File: config.mk
export PLATFORM = sky130hd
export DESIGN_NAME = led_pattern_ctrl
export DESIGN_NICKNAME = d
export VERILOG_FILES = /design/src/rtl/led_pattern_pkg.sv /design/src/rtl/led_pattern_ctrl_channel.sv /design/src/rtl/led_pattern_ctrl.sv
export SDC_FILE = /design/constraint.sdc
export NUM_CORES = 1
export LEC_CHECK = 0
export CAP_MARGIN = 25
export CORE_MARGIN = 5
export CORE_UTILIZATION = 63
export CTS_CLUSTER_DIAMETER = 60
export DETAILED_ROUTE_END_ITERATION = 7
export GPL_ROUTABILITY_DRIVEN = 0
export GPL_TIMING_DRIVEN = 0
export PLACE_DENSITY = 0.81
export REMOVE_ABC_BUFFERS = 1
export SYNTH_ARGS = -nofsm -noshare
export SYNTH_HDL_FRONTEND = slang
export SYNTH_SLANG_ARGS = --single-unit
File: constraint.sdc
create_clock -name clk -period 10.28 [get_ports clk]
set_input_delay 2.056 -clock clk [delete_from_list [all_inputs] [get_ports clk]]
set_output_delay 2.056 -clock clk [all_outputs]
set_load 0.01 [all_outputs]
File: src/rtl/led_pattern_pkg.sv
// Shared mode and channel-state encodings for the multi-channel LED pattern generator.
package led_pattern_pkg;

    localparam logic [1:0] MODE_OFF   = 2'd0;
    localparam logic [1:0] MODE_ON    = 2'd1;
    localparam logic [1:0] MODE_BLINK = 2'd2;
    localparam logic [1:0] MODE_BURST = 2'd3;

    localparam logic [1:0] ST_IDLE = 2'd0;
    localparam logic [1:0] ST_HI   = 2'd1;
    localparam logic [1:0] ST_LO   = 2'd2;
    localparam logic [1:0] ST_GAP  = 2'd3;

    // A burst with zero pulses parks in GAP so the LED never lights.
    function automatic logic [1:0] start_state(input logic [1:0] mode, input logic burst_zero);
        case (mode)
            MODE_OFF:   start_state = ST_IDLE;
            MODE_BURST: start_state = burst_zero ? ST_GAP : ST_HI;
            default:    start_state = ST_HI;
        endcase
    endfunction

endpackage

File: src/rtl/led_pattern_ctrl_channel.sv
// One LED channel: config registers, pattern state, phase/pulse counters and registered led bit.
module led_pattern_ctrl_channel
    import led_pattern_pkg::*;
#(
    parameter int CNT_W   = 16,
    parameter int BURST_W = 4
) (
    input  logic               clk,
    input  logic               rst,
    input  logic               en,
    input  logic               tick,
    input  logic               wr,
    input  logic [1:0]         wr_mode,
    input  logic [CNT_W-1:0]   wr_half,
    input  logic [BURST_W-1:0] wr_burst,
    input  logic [CNT_W-1:0]   wr_gap,
    output logic               led
);

    logic [1:0]         mode, state, nxt_state;
    logic [CNT_W-1:0]   half, gap, phase, nxt_phase, half_len, last_cnt;
    logic [BURST_W-1:0] burst, pulses, nxt_pulses;

    always_comb begin
        half_len   = (half == '0) ? CNT_W'(1) : half;
        last_cnt   = (state == ST_GAP) ? gap - CNT_W'(1) : half_len - CNT_W'(1);
        nxt_state  = state;
        nxt_phase  = phase;
        nxt_pulses = pulses;
        if (wr) begin
            nxt_state  = start_state(wr_mode, wr_burst == '0);
            nxt_phase  = '0;
            nxt_pulses = '0;
        end else if (!en) begin
            nxt_state  = start_state(mode, burst == '0);
            nxt_phase  = '0;
            nxt_pulses = '0;
        end else if (tick && (mode == MODE_BLINK || mode == MODE_BURST)) begin
            if (phase == last_cnt) begin
                nxt_phase = '0;
                case (state)
                    ST_HI: nxt_state = ST_LO;
                    ST_LO: begin
                        if (mode == MODE_BLINK) begin
                            nxt_state = ST_HI;
                        end else if ((pulses + BURST_W'(1)) == burst) begin
                            nxt_pulses = '0;
                            nxt_state  = (gap == '0) ? ST_HI : ST_GAP;
                        end else begin
                            nxt_pulses = pulses + BURST_W'(1);
                            nxt_state  = ST_HI;
                        end
                    end
                    ST_GAP:  nxt_state = (burst == '0) ? ST_GAP : ST_HI;
                    default: nxt_state = state;
                endcase
            end else begin
                nxt_phase = phase + CNT_W'(1);
            end
        end
    end

    always_ff @(posedge clk or posedge rst) begin
        if (rst) begin
            mode   <= MODE_OFF;
            half   <= '0;
            burst  <= '0;
            gap    <= '0;
            state  <= ST_IDLE;
            phase  <= '0;
            pulses <= '0;
            led    <= 1'b0;
        end else begin
            if (wr) begin
                mode  <= wr_mode;
                half  <= wr_half;
                burst <= wr_burst;
                gap   <= wr_gap;
            end
            state  <= nxt_state;
            phase  <= nxt_phase;
            pulses <= nxt_pulses;
            led    <= en && (nxt_state == ST_HI);
        end
    end

endmodule

File: src/rtl/led_pattern_ctrl.sv
// Multi-channel LED pattern generator: shared tick prescaler, config write decode, global enable.
module led_pattern_ctrl
    import led_pattern_pkg::*;
#(
    parameter int NUM_CH      = 4,
    parameter int CLK_FREQ_HZ = 50_000_000,
    parameter int TICK_HZ     = 1000,
    parameter int CNT_W       = 16,
    parameter int BURST_W     = 4,
    localparam int CH_W       = (NUM_CH > 1) ? $clog2(NUM_CH) : 1
) (
    input  logic               clk,
    input  logic               rst,
    input  logic               enable,
    input  logic               cfg_we,
    input  logic [CH_W-1:0]    cfg_ch,
    input  logic [1:0]         cfg_mode,
    input  logic [CNT_W-1:0]   cfg_half,
    input  logic [BURST_W-1:0] cfg_burst,
    input  logic [CNT_W-1:0]   cfg_gap,
    output logic [NUM_CH-1:0]  led
);

    localparam int TICK_DIV = CLK_FREQ_HZ / TICK_HZ;
    localparam int DIV_W    = $clog2(TICK_DIV);
    localparam logic [DIV_W-1:0] DIV_LAST = DIV_W'(TICK_DIV - 1);

    logic [DIV_W-1:0] presc;
    logic             tick;

    always_ff @(posedge clk or posedge rst) begin
        if (rst)                  presc <= '0;
        else if (!enable)         presc <= '0;
        else if (presc == DIV_LAST) presc <= '0;
        else                      presc <= presc + DIV_W'(1);
    end

    assign tick = enable && (presc == DIV_LAST);

    // Exact match against the channel index; out-of-range cfg_ch hits no channel.
    for (genvar i = 0; i < NUM_CH; i++) begin : g_ch
        led_pattern_ctrl_channel #(
            .CNT_W   (CNT_W),
            .BURST_W (BURST_W)
        ) u_ch (
            .clk      (clk),
            .rst      (rst),
            .en       (enable),
            .tick     (tick),
            .wr       (cfg_we && (cfg_ch == CH_W'(i))),
            .wr_mode  (cfg_mode),
            .wr_half  (cfg_half),
            .wr_burst (cfg_burst),
            .wr_gap   (cfg_gap),
            .led      (led[i])
        );
    end

endmodule

==> results.md <==
* IR Drop Worst-Case VDD at 0.140 mV
* Proportion of netlist area held by the largest area contributor at 41.9%
* WL per Instance at 20.1 um
* Static power due to leakage at 7.43 nW
* RSZ-0062 raised after global routing: no
* Classification of the worst-slack hold path: reg2reg
* Layout filler cell count at 1826
* Number of antenna violations at the first check in global routing at 1
* CTS Buffer Depth at 3
* Starting density of the core at 63.9%
* Core ar. at approximately 24000 sq um
* First-pass GRT wire length at between 60000 and 70000 um
* Hold violation total from the final report at 0
* Result of the run: completed
* Post-synth top flop: sky130_fd_sc_hd__dfrtp_1
* Startpoint of the most critical hold path: presc[0]
* Post_cts resized at 0
* Clock tree from TritonCTS: yes
* Arrival time reported for the critical path endpoint at ~5.4 ns
* Via Count at 12763
* Die Span Y at 167 um
* Transition time of the tightest slew-check pin at 0.940 ns
* Number of library cell types mapped by synthesis at 95
* Maximum fanout encountered on the critical timing path at 14
* Layout Skew at about 0.0093 ns
* # hold bufs at CTS at 0
* Buffers inserted during post-CTS setup optimization at 0
* Setup tns final at 0 ns
* Clock root buffer: sky130_fd_sc_hd__clkbuf_16
* Share of the clock period used by the worst path after layout at about half
* Netlist area before placement at 15500 sq um
* Clock insertion delay at the later pin of the skew report at roughly 0.56 ns
* Data required time at the worst endpoint at roughly 11 ns
* Number of maximum-capacitance constraint violations at 0
* Mean number of vias per cell at roughly 6.3
* Share of synthesized flip-flops with an asynchronous set or reset at 100%
* Total number of placement rows at 57
* Synthesis-stage register bit count at 260
* Gate Count Post-Synth at 1658
* Sequential cell area at 6510 sq um
* Die area at 27900 sq um
* Avg Synthesized Cell Area at 9.37 sq um
* Overflow left after global routing at 0
* Share of cells above drive strength 1 at 9.86%
* Total wire length at roughly 41000 um
* Via count of the first global-routing pass at 12771
* Worst setup slack after placement at ~4.9 ns
* Kind of capture point of the worst setup path: flop
* Synth area leader: sky130_fd_sc_hd__dfrtp_1
* Peak Freq at between 200 and 250 MHz
* Sink Count at 260
* Area Growth Syn to Fin at 10.2%
* Post-synthesis sequential area ratio at 41.9%
* Min Tclk post-route at 4.93 ns
* Final net count at 1730
* Count of input and output buffers at between 40 and 50
* Clock transition at the register clock pins on the worst setup and hold paths after CTS at 0.06 ns
* DRC violation total after the first TritonRoute iteration at 1070
* Total CTS buffers at 28
* Number of ports placed on the die boundary at 48
* Power density of the placed cells at 169 nW/um^2
* HPWL reported at the end of detailed placement at 28500 um
* CP Launch Type: input port
* Count of final max-slew check failures at 0
* Area of the multi-input gates at 8590 sq um
* Number of inserted diodes at 0
* Setup-violating endpoint count in the final report at 0
* Area of all placed cells without fillers at 17100 sq um
* Remaining design rule violation count at 0
* Yosys synthesis warning count at 0
* Reg-to-reg critical path startpoint: g_ch[1].u_ch.state[0]
* Leading post-synthesis cells by cell area: sky130_fd_sc_hd__dfrtp_1 42%, sky130_fd_sc_hd__nand2_1 7.3%, sky130_fd_sc_hd__mux2_2 6.0%
* Overall routing resource usage at 28.9%
* Deepest level of the CTS H-tree at 1
* Horizontal die dimension at approximately 170 um
* Classification of the worst setup path: in2reg
* Worst rel slew slack at between 30% and 40%
* Final worst setup slack at 5.35 ns
* Maximum number of pins on one net before global-route repair at 131
* Post-route core utilization at 70.4%
* Post-DP Area at around 16000 sq um
* ANT nets after route at 0
* Origin of the worst setup path: enable
* Pre-antenna DRT Iters at 5
* Number of flops mapped to enable cells by yosys at 0
[critical path, stage by stage]
cell                              delay, ns
sky130_fd_sc_hd__clkdlybuf4s50_1       0.94
sky130_fd_sc_hd__buf_8                 0.24
sky130_fd_sc_hd__clkinv_1              0.36
sky130_fd_sc_hd__nor2_1                0.74
sky130_fd_sc_hd__a21oi_1               0.21
sky130_fd_sc_hd__and4_1                0.30
sky130_fd_sc_hd__and2_1                0.18
sky130_fd_sc_hd__nand4_1               0.10
sky130_fd_sc_hd__xor2_1                0.16
sky130_fd_sc_hd__nor2_1                0.05
[registers in the layout, summed over array words and instances (netlist names)]
signal,flops
g_ch.u_ch.half,64
presc,16
g_ch.u_ch.pulses,16
g_ch.u_ch.burst,16
g_ch.u_ch.phase,64
g_ch.u_ch.state,8
g_ch.u_ch.gap,64
g_ch.u_ch.mode,8
g_ch.u_ch.led,4
[logic make-up (layout without fill, tap and decap cells)]
logic type / count (synthesis) / count (layout) / synth area share, %
flops: 260 / 260 / 41.9
xor+xnor: 169 / 169 / 9.62
fa+ha+maj: 13 / 13 / 1.05
buf+inv: 94 / 129 / 2.87
simple gates: 764 / 764 / 24.3
compound gates: 210 / 210 / 9.73
mux: 148 / 148 / 10.5
[metal layers]
metal / global-route usage (%) / up-vias / part of all wire [%]
li1: - / 5939 / -
met1: 39.4 / 6243 / 42
met2: 45.9 / 476 / 46
met3: 6.68 / 105 / 9.0
met4: 9.68 / 0 / 3.7
met5: 0 / - / 0
[placed cells by master, fill, tap and decap left out, drive strengths merged, types with 34 or more instances in the layout]
| master | n |
|---|---|
| o21ai | 40 |
| nor3 | 40 |
| clkbuf | 39 |
| nor4 | 42 |
| mux2i | 61 |
| nor2 | 130 |
| dfrtp | 260 |
| xnor2 | 90 |
| and3 | 34 |
| mux2 | 86 |
| clkdlybuf4s50 | 47 |
| xor2 | 78 |
| nand2 | 305 |
| nand3 | 58 |
| a21oi | 34 |
[power by group]
part	internal, mW	leakage [nW]	switching, mW
Clock	0.573	0.445	0.420
Sequential	1.14	3.33	0.153
Combinational	0.283	3.65	0.332
[final timing paths]
| path | to | slack [ns] | cells after the start |
|---|---|---|---|
| min reg2reg | presc[0] | 0.47 | 1 |
| min in group asynchronous | g_ch[2].u_ch.phase[4] | 2.04 | 3 |
| min | presc[0] | 0.47 | 1 |
| max in group asynchronous | g_ch[1].u_ch.phase[6] | 7.65 | 3 |
| max | g_ch[2].u_ch.phase[9] | 5.35 | 10 |
| max reg2reg | g_ch[1].u_ch.led | 5.37 | 13 |
[Yosys cell counts (all sizes together) (34+ instances only)]
cell and instances:
buf 37, nand2 305, nand3 58, a21oi 34
dfrtp 260, clkbuf 34, nor3 40, o21ai 40
and3 34, xor2 78, nor2 130, xnor2 90
mux2 86, mux2i 61, nor4 42
[cell type report]
cell class / count / share of cell area, %
multi-input cells: 1304 / 50.2
flip-flops and latches: 260 / 38.0
clock buffers: 39 / 4.75
repair buffers: 56 / 3.62
well taps: 324 / 2.37
inverters: 23 / 0.548
clock inverters: 11 / 0.497
[stage by stage]
| step | total power [mW] | hold slack [ns] | std cells |
|---|---|---|---|
| floorplan | 1.71 | 0.425 | 1587 |
| global placement | 1.87 | 0.458 | 1958 |
| detailed placement | 1.90 | 0.469 | 1967 |
| CTS | 2.90 | 0.477 | 2017 |
| global route | 3.04 | 0.502 | 2017 |
| finish | 2.90 | 0.470 | 2017 |
(Power assumes the default switching activity.)
